--- config.mk ---
export PLATFORM = sky130hd
export DESIGN_NAME = home_status_decoder
export DESIGN_NICKNAME = d
export VERILOG_FILES = /design/src/rtl/home_pkg.sv /design/src/rtl/home_status_decoder_hold_timer.sv /design/src/rtl/home_status_decoder.sv
export SDC_FILE = /design/constraint.sdc
export NUM_CORES = 1
export LEC_CHECK = 0
export BUFFER_PORTS_ARGS = -buffer_cell sky130_fd_sc_hd__clkbuf_2
export CAP_MARGIN = 20
export CORE_MARGIN = 5
export CORE_UTILIZATION = 51
export DETAILED_ROUTE_END_ITERATION = 10
export GPL_TIMING_DRIVEN = 1
export PLACE_DENSITY_LB_ADDON = 0.15
export SYNTH_ARGS = -nofsm -noshare
export SYNTH_HDL_FRONTEND = slang
export SYNTH_SLANG_ARGS = --single-unit
--- constraint.sdc ---
create_clock -name Clk -period 2.44 [get_ports Clk]
set_input_delay 0.366 -clock Clk [delete_from_list [all_inputs] [get_ports Clk]]
set_output_delay 0.366 -clock Clk [all_outputs]
set_load 0.1 [all_outputs]
--- src/rtl/home_pkg.sv ---
// Shared codes, channel indices and display priority for the home status decoder.
package home_pkg;

  localparam int unsigned CODE_W = 3;
  localparam int unsigned NUM_CH = 6;
  localparam int unsigned NUM_CODES = 8;

  typedef logic [CODE_W-1:0] code_t;

  localparam code_t CODE_NONE    = 3'd0;
  localparam code_t CODE_FDOOR   = 3'd1;
  localparam code_t CODE_RDOOR   = 3'd2;
  localparam code_t CODE_FIRE    = 3'd3;
  localparam code_t CODE_WIN     = 3'd4;
  localparam code_t CODE_HEAT    = 3'd5;
  localparam code_t CODE_COOL    = 3'd6;
  localparam code_t CODE_ILLEGAL = 3'd7;

  // Channel index is code - 1.
  localparam int unsigned CH_FDOOR = 0;
  localparam int unsigned CH_RDOOR = 1;
  localparam int unsigned CH_FIRE  = 2;
  localparam int unsigned CH_WIN   = 3;
  localparam int unsigned CH_HEAT  = 4;
  localparam int unsigned CH_COOL  = 5;

  // Display order, highest priority in the most significant slot.
  localparam logic [NUM_CH*CODE_W-1:0] DISP_PRIO =
    {CODE_FIRE, CODE_FDOOR, CODE_RDOOR, CODE_WIN, CODE_HEAT, CODE_COOL};

  // Returns the highest-priority code whose activity bit is set, else CODE_NONE.
  function automatic code_t disp_pick(input logic [NUM_CODES-1:0] act);
    code_t c;
    disp_pick = CODE_NONE;
    for (int unsigned i = 0; i < NUM_CH; i++) begin
      c = DISP_PRIO[i*CODE_W +: CODE_W];
      if (act[c]) disp_pick = c;
    end
  endfunction

endpackage

--- src/rtl/home_status_decoder_hold_timer.sv ---
// hold_timer: per-channel retrigger timer; load wins over clear, otherwise counts down to 0.
module hold_timer #(
  parameter int unsigned HOLD_CYCLES = 12,
  parameter int unsigned HOLD_W      = 4
) (
  input  logic clk,
  input  logic rst_n,
  input  logic load,
  input  logic clear,
  output logic active,
  output logic active_nxt_c
);

  logic [HOLD_W-1:0] cnt_q, cnt_d;
  logic              active_q;

  always_comb begin
    cnt_d = cnt_q;
    if (load)              cnt_d = HOLD_W'(HOLD_CYCLES);
    else if (clear)        cnt_d = '0;
    else if (cnt_q != '0)  cnt_d = cnt_q - HOLD_W'(1);
    active_nxt_c = (cnt_d != '0);
  end

  always_ff @(posedge clk or negedge rst_n) begin
    if (!rst_n) begin
      cnt_q    <= '0;
      active_q <= 1'b0;
    end else begin
      cnt_q    <= cnt_d;
      active_q <= active_nxt_c;
    end
  end

  assign active = active_q;

endmodule

--- src/rtl/home_status_decoder.sv ---
// Rebuilds held channel levels, fire latch and panel display from the scanner code stream.
// Optional alarm blink enabled by defining HOME_STATUS_DEC_BLINK_EN.
module home_status_decoder
  import home_pkg::*;
#(
  parameter int unsigned HOLD_CYCLES = 12,
  parameter int unsigned HOLD_W      = 4
`ifdef HOME_STATUS_DEC_BLINK_EN
  , parameter int unsigned BLINK_DIV = 8
`endif
) (
  input  logic              Clk,
  input  logic              Rst,
  input  logic [CODE_W-1:0] code_in,
  input  logic              Ack,
  output logic              fdoor,
  output logic              rdoor,
  output logic              winbuzz,
  output logic              heater,
  output logic              cooler,
  output logic              alarmbuzz,
  output logic [CODE_W-1:0] disp_out,
  output logic              err_sticky,
  output logic [7:0]        fire_cnt
);

  logic [NUM_CH-1:0] act;
  logic [NUM_CH-1:0] act_nxt;

  for (genvar ch = 0; ch < NUM_CH; ch++) begin : g_ch
    logic clr;
    // Heater and cooler are mutually exclusive: each code kills the other channel.
    assign clr = (ch == CH_HEAT) ? (code_in == CODE_COOL) :
                 (ch == CH_COOL) ? (code_in == CODE_HEAT) : 1'b0;

    hold_timer #(
      .HOLD_CYCLES (HOLD_CYCLES),
      .HOLD_W      (HOLD_W)
    ) u_hold (
      .clk          (Clk),
      .rst_n        (Rst),
      .load         (code_in == code_t'(ch + 1)),
      .clear        (clr),
      .active       (act[ch]),
      .active_nxt_c (act_nxt[ch])
    );
  end

  logic                 latch_q, latch_d;
  logic                 err_q, err_d;
  logic [7:0]           fire_cnt_q, fire_cnt_d;
  code_t                disp_q, disp_d;
  logic [NUM_CODES-1:0] disp_act;

  // Fire latch, episode counter and illegal-code flag.
  always_comb begin
    latch_d    = latch_q;
    err_d      = err_q;
    fire_cnt_d = fire_cnt_q;

    if (code_in == CODE_FIRE)        latch_d = 1'b1;
    else if (Ack && !act[CH_FIRE])   latch_d = 1'b0;

    if (!latch_q && latch_d && fire_cnt_q != 8'hFF)
      fire_cnt_d = fire_cnt_q + 8'd1;

    if (code_in == CODE_ILLEGAL)     err_d = 1'b1;
    else if (Ack)                    err_d = 1'b0;
  end

  // Display tracks next-state activity so it lines up with the channel outputs.
  always_comb begin
    disp_act              = '0;
    disp_act[CODE_FDOOR]  = act_nxt[CH_FDOOR];
    disp_act[CODE_RDOOR]  = act_nxt[CH_RDOOR];
    disp_act[CODE_FIRE]   = latch_d | act_nxt[CH_FIRE];
    disp_act[CODE_WIN]    = act_nxt[CH_WIN];
    disp_act[CODE_HEAT]   = act_nxt[CH_HEAT];
    disp_act[CODE_COOL]   = act_nxt[CH_COOL];
    disp_d                = disp_pick(disp_act);
  end

  always_ff @(posedge Clk or negedge Rst) begin
    if (!Rst) begin
      latch_q    <= 1'b0;
      err_q      <= 1'b0;
      fire_cnt_q <= '0;
      disp_q     <= CODE_NONE;
    end else begin
      latch_q    <= latch_d;
      err_q      <= err_d;
      fire_cnt_q <= fire_cnt_d;
      disp_q     <= disp_d;
    end
  end

  logic buzz_q, buzz_d;

`ifdef HOME_STATUS_DEC_BLINK_EN
  localparam int unsigned DIV_W = (BLINK_DIV > 1) ? $clog2(BLINK_DIV) : 1;

  logic [DIV_W-1:0] div_q, div_d;

  // Blink phase restarts high on the cycle after the latch sets.
  always_comb begin
    div_d  = div_q;
    buzz_d = buzz_q;
    if (!latch_d) begin
      div_d  = '0;
      buzz_d = 1'b0;
    end else if (!latch_q) begin
      div_d  = '0;
      buzz_d = 1'b1;
    end else if (div_q == DIV_W'(BLINK_DIV - 1)) begin
      div_d  = '0;
      buzz_d = ~buzz_q;
    end else begin
      div_d  = div_q + DIV_W'(1);
    end
  end

  always_ff @(posedge Clk or negedge Rst) begin
    if (!Rst) div_q <= '0;
    else      div_q <= div_d;
  end
`else
  always_comb begin
    buzz_d = latch_d;
  end
`endif

  always_ff @(posedge Clk or negedge Rst) begin
    if (!Rst) buzz_q <= 1'b0;
    else      buzz_q <= buzz_d;
  end

  assign fdoor      = act[CH_FDOOR];
  assign rdoor      = act[CH_RDOOR];
  assign winbuzz    = act[CH_WIN];
  assign heater     = act[CH_HEAT];
  assign cooler     = act[CH_COOL];
  assign alarmbuzz  = buzz_q;
  assign disp_out   = disp_q;
  assign err_sticky = err_q;
  assign fire_cnt   = fire_cnt_q;

endmodule

======== Word-level counts from Yosys, hierarchy flattened ========
Cells that the tools add are included.
cells by class
  $add $sub $neg .......................... 7
  $mul .................................... 0
  div/mod/pow operators ................... 0
  $lt $le $gt $ge ......................... 0
  equality and inequality tests ........... 8
  shifts and indexed selects .............. 0
  muxes and demuxes ....................... 24
  bitwise gates (word level) .............. 1
  reduce and logical (&&, ||, !) cells .... 18
operators by type and width
  cell                 count
  $mux 4               14
  $reduce_bool 4->1    12
  $sub 4x1->4 const B  6
  $mux 3               6
  $eq 3x3->1 const B   4
  $add 8x1->8 const B  1
  $ne 8x8->1 const B   1
  $eq 3x2->1 const B   2
  $mux 1               4
  $eq 3x1->1 const B   1
  $logic_and 1x1->1    3
  $logic_not 1->1      2
  $reduce_bool 2->1    1
  $or 1x1->1           1
storage, ports and cells
  bits in registers ....................... 43
  bits in latches ......................... 0
  memory bits (writable) .................. 0
  memory bits (read-only) ................. 0
  input port bits ......................... 6
  output and inout port bits .............. 18
  word-level logic and storage cells ...... 74
  memories ................................ 0

======== Logic depth before layout (Yosys ltp) ========
  depth after elaboration ................. 11
  depth in mapped cells ................... 8
  mapped depth without buffers ............ 8

======== Hierarchy ========
From an unflattened synthesis, not the netlist that was laid out.
second synthesis, totals
  cell total of the unflattened synthesis .. 234
  area, all modules ....................... 2369.8 µm²
by module, submodules not included
  module               times used  cells an instance  area each (µm²)  sequential area each (µm²)
  hold_timer           6           28                 281.5            125.1
  home_status_decoder  1           66                 680.7            325.3

======== Worst setup path after synthesis ========
No wires, ideal clock.
  kind .................................... flip-flop to flip-flop
  from .................................... register fire_cnt_q[0] (netlist: fire_cnt[0])
  to ...................................... register fire_cnt_q[6] (netlist: fire_cnt[6])
  setup time .............................. 159 ps
  arrival ................................. 2294 ps
  data required time ...................... 2281 ps
  setup slack ............................. -13 ps
  cell stages (with the launch flop) ...... 7
  buffers on the path ..................... 0
  period minus slack after synthesis ...... 2453 ps
  cells stage by stage .................... dfrtp_1 -> ha_1 -> and2_1 -> a311oi_1 -> and2_1 -> nand4_1 -> xnor2_1
between the ends
  cells in the longest elaborated chain, start to end .. 2
  elaborated cells between the ends (all ways) .. 3
  those cells by class .................... 1 x add/sub; 1 x eq/ne; 1 x reduce/logical
RTL lines
  what                                                                 line                       source
  start: declaration                                                   home_status_decoder.sv:51  logic [7:0] fire_cnt_q, fire_cnt_d;
  start signal: assignment                                             home_status_decoder.sv:92  fire_cnt_q <= fire_cnt_d;
  parallel branches: the longest is 2 deep, another holds $add 8x1->8  --
Several ways; the timed one is not identified.
A chain may end at the register's enable or synchronous reset.

======== Worst setup path after layout ========
  from .................................... register g_ch[4].u_hold.cnt_q[0]
  to ...................................... register disp_q[1] (netlist: disp_out[1])
between the ends
  cells in the longest elaborated chain, start to end .. 10
  elaborated cells between the ends (all ways) .. 11
  those cells by class .................... 1 x add/sub; 8 x mux; 2 x reduce/logical
RTL lines
  what                                              line                                  source
  start: declaration                                home_status_decoder_hold_timer.sv:14  logic [HOLD_W-1:0] cnt_q, cnt_d;
  start signal: assignment                          home_status_decoder_hold_timer.sv:30  cnt_q <= cnt_d;
  $sub 4x1->4 or $reduce_bool 4->1 (tied branches)  home_status_decoder_hold_timer.sv:21  else if (cnt_q != '0) cnt_d = cnt_q - HOLD_W'(1);
  $mux 4 *                                          home_status_decoder_hold_timer.sv:21
  $mux 4 *                                          home_status_decoder_hold_timer.sv:20  else if (clear) cnt_d = '0;
  $mux 4 *                                          home_status_decoder_hold_timer.sv:19  if (load) cnt_d = HOLD_W'(HOLD_CYCLES);
  $reduce_bool 4->1 *                               home_status_decoder_hold_timer.sv:22  active_nxt_c = (cnt_d != '0);
  $mux 3 * (5 in a row)                             home_pkg.sv:37                        if (act[c]) disp_pick = c;
  net disp_d[1]                                     home_status_decoder.sv:52             code_t disp_q, disp_d;
  end signal: assignment                            home_status_decoder.sv:93             disp_q <= disp_d;
  end: declaration                                  home_status_decoder.sv:52
The timed path passes the listed nets; every way through them passes the cells marked *.

==> metrics.sh <==
RUN_STATUS='finished, final reports clean'
POST_SYNTH_NUM_CELL_TYPES=45
SYNTH_COMMON_CELLS='dfrtp_1 (43), inv_1 (23), nor2_1 (21)'
SYNTH.FF_LATCH_COUNT=43
FINALNETCOUNT=256
DETAIL_ROUTE.FIRST_PASS.ITERATIONS=4
WORSTPATHARRIVAL_PS=2550
ANTENNA_CELLS_INSERTED=0
CTS_TREE='yes'
POST_LAYOUT_NONFILLER_INSTANCES=294
SWSHARE_PCT=46.8
GRT.OVERFLOW.TOTAL=0
CTS.SINK_COUNT=43
CP-START-KIND='flop'
SYNTH_TOP_FLOP_CELL='dfrtp_1'
POWER.TOTAL_mW=3.54
WIRE_LENGTH_OF_THE_FIRST_GLOBAL_ROUTING_PASS_MM=6.82
DIEAREA_MM2=0.00559
FINAL.MIN_CLOCK_PERIOD_PS=2350
TIMING.HOLD.WS_PS=314
SYNTHESIS.AREA_MM2=0.00214
CRITICAL_PATH.CELL_CHAIN='inv_1 -> ha_1 -> or3b_2 -> nor3_2 -> a311oi_2 -> or4_1 -> o31ai_2'
TOTAL_DRC_ERRORS_IN_THE_ROUTED_LAYOUT=0
VIA_COUNT_OF_THE_FIRST_GLOBAL_ROUTING_PASS=1459
FINAL_HOLD_VIOL_COUNT=0
POWER.SEQUENTIAL.FRACTION_PCT=35.4
POWER_DENSITY_mW_PER_MM2=1420
FINAL-SETUP-VIOL-COUNT=0
SYN_AVG_CELL_AREA_UM2=10.3
NUMBER_OF_SYNTHESIZED_FLOPS_WITH_AN_ENABLE_PIN=0
VIA_COUNT=1593
CRITICAL-PATH-MAX-STAGE-DELAY_PS=550
CTS_ROOT_BUFFER='clkbuf_8'
DIE_HEIGHT_UM=74.8
CORE-AREA_MM2=0.00403
P_INT_mW=1.88
SETUP.WORST_PATH.END_CLASS='flop'
DRT_ITER0_DRC=93
CELLLEAKAGEPOWER_nW=1.12
ROUTABILITYCONGESTION=0.726
MAXSLEWVIOLCOUNT=0
CLOCK_LATENCY_PS=290
TIMING_LIMITED_MAXIMUM_FREQUENCY_GHz=0.426
YOSYSWARNINGCOUNT=0
WORSTHOLDPATHTYPE='in -> reg'
PLACEMENT_ROWS=23
VIASPERCELL=5.42
GRT_USAGE_PCT=16.1
DIE_X_UM=74.8
POST_SYNTH_INST_COUNT=208
WORST-SLEW-PIN-TRANSITION_PS=551
GRT_MAX_DEGREE=34
CRIT_BUF_INV=1
SYNTHTOLAYOUTAREAGROWTH_PCT=16.0
BUFFER_PORTS.INSERTED=23
CLK_NETWORK_PWR_SHARE_PCT=13.7
POSTROUTEANTENNANETS=0
PEAKVDDDROP_mV=0.860
SYNTH_TOP_AREA_SHARE_PCT=50.3
TIMING.CRITICAL_PATH.REQUIRED_PS=2650
CELL_COUNT_AFTER_PLACEMENT=284
CTS_MAX_LEVEL=2
DRT-TOTAL-WL_MM=4.08
RELSLEWSLACK_PCT=63.4
DRV.MAX_CAP_VIOLATION_COUNT=0
MAPPEDNETLISTNETS=221
CP_TOP_FAMILY='simple AND/OR/NAND/NOR gates'
CLK_PIN_SLEW_PS=80
MAXIMUM_FANOUT_ALONG_THE_WORST_PATH=6
NUMCTSBUFFERS=5
AVGROUTEDWIREPERCELL_UM=13.9
P_SWITCHING_mW=1.66
COMB_POWER_SHARE_PCT=50.9
R2R_SLACK_PS=90
PLACE_HPWL_MM=2.97
POST-ROUTE-PERIOD-UTIL_PCT=96.1
SYNTHTOPCELLSBYAREA='dfrtp_1 (50%), xnor2_1 (4.9%), ha_1 (4.1%)'
YS_ASYNC_SR_FRACTION_PCT=100
SYNTHDOMINANTAREACELLTYPE='dfrtp_1'
CRIT_TYPE='reg -> reg'
DRIVE_GT1_SHARE_PCT=19.7
FIN_SKEW_PS=6.29
INITIAL_CORE_UTIL_PCT=53.1
POST-SYNTH-TOP-COUNT-CELL='dfrtp_1'
SLOWEST_STAGE_CELL_ON_THE_CRITICAL_PATH='or3b_2'
YS_SEQ_AREA_SHARE_PCT=50.3
MAX-CLOCK-PATH-BUFFERS=2
ANTENNA_FOUND_INITIAL=0
BOUNDARYPINS=24
[metal layers]
layer | vias to the layer above | share of wire (%) | track usage, %
li1 | 802 | - | -
met2 | 22 | 48 | 24.7
met5 | - | 0 | 0
met1 | 758 | 47 | 21.9
met3 | 11 | 2.7 | 4.41
met4 | 0 | 2.4 | 6.13
[through the flow]
step,instance area [um2],setup slack [ps],util (%),TNS [ps]
CTS,2460,114,61.1,0
global route,2480,-53.8,61.6,-81.6
finish,2480,94.6,61.6,0
floorplan,2140,21.3,-,0
detailed placement,2350,148,58.3,0
global placement,2350,189,58.3,0
[cells by family after synthesis]
group           after synthesis  share of synthesized area, %
fa+ha+maj                     7                          4.09
flops                        43                          50.3
xor+xnor                     16                          6.55
mux                           4                          2.05
buf+inv                      25                          4.38
simple gates                 80                          21.7
compound gates               33                          10.9
[power groups by stage]
stage	clock network [mW]	registers (mW)	logic, mW
floorplan	0	1.72	0.965
finish	0.484	1.25	1.80
CTS	0.506	1.25	1.78
detailed placement	0	1.26	1.77
global placement	0	1.26	1.74
global route	0.539	1.29	1.97
[worst register-to-register path, delay by kind of cell, from the launching register on]
family / cells / cell delay [ps]
AOI/OAI and AO/OA: 2 / 270
and+or+nand+nor: 3 / 1240
adders and majority gates: 1 / 200
buffers and inverters: 1 / 90
DFF: 1 / 470
[worst paths after layout]
kind | from | endpoint | cells after the start
min reg2reg | fire_cnt[0] | fire_cnt[0] | 1
max | g_ch[4].u_hold.cnt_q[0] | disp_out[1] | 7
max in group asynchronous | Rst | g_ch[1].u_hold.cnt_q[1] | 3
min | Ack | err_sticky | 2
min in group asynchronous | Rst | fire_cnt[3] | 2
max reg2reg | g_ch[4].u_hold.cnt_q[0] | disp_out[1] | 7
[state kept, by name, summed over array words and instances, names as in the netlist]
register	flops
alarmbuzz	1
disp_out	3
err_sticky	1
fire_cnt	8
g_ch.u_hold.active	6
g_ch.u_hold.cnt_q	24
[cell type report]
class | count | area [um2]
Fill cell | 360 | 1550
Tap cell | 50 | 62.6
Sequential cell | 43 | 1080
Clock buffer | 8 | 100
Inverter | 23 | 86.3
Multi-Input combinational cell | 140 | 986
Timing Repair Buffer | 30 | 170
[cell usage in the layout, fill, tap and decap left out, drive strengths merged, types with 2 or more instances in the layout]
master / Yosys / routed
dfrtp: 43 / 43
clkbuf: 2 / 31
inv: 23 / 23
nor2: 21 / 21
xnor2: 12 / 12
nor3: 8 / 8
nand3: 7 / 7
ha: 7 / 7
o21ai: 6 / 6
buf: 0 / 6
nor3b: 6 / 6
nand2: 5 / 5
a21oi: 5 / 5
nor2b: 4 / 4
nand4: 4 / 4
a31oi: 4 / 4
a211o: 4 / 4
nand2b: 4 / 4
xor2: 4 / 4
nand3b: 3 / 3
and2: 3 / 3
mux2: 3 / 3
o31ai: 3 / 3
a211oi: 2 / 2
and3b: 2 / 2
nor4b: 2 / 2
nor4: 2 / 2
and3: 2 / 2
or3b: 2 / 2
a311oi: 2 / 2
or4: 2 / 2
[what timing repair did]
| action | in CTS | in global routing |
|---|---|---|
| hold endpoints to repair | 10 | 0 |
| setup buffers | 0 | 1 |
| hold buffers | 1 | 0 |
| gates resized for setup | 0 | 4 |
| endpoints found under the setup margin | 0 | 2 |
Note: power is estimated with default switching activity, not from simulation.
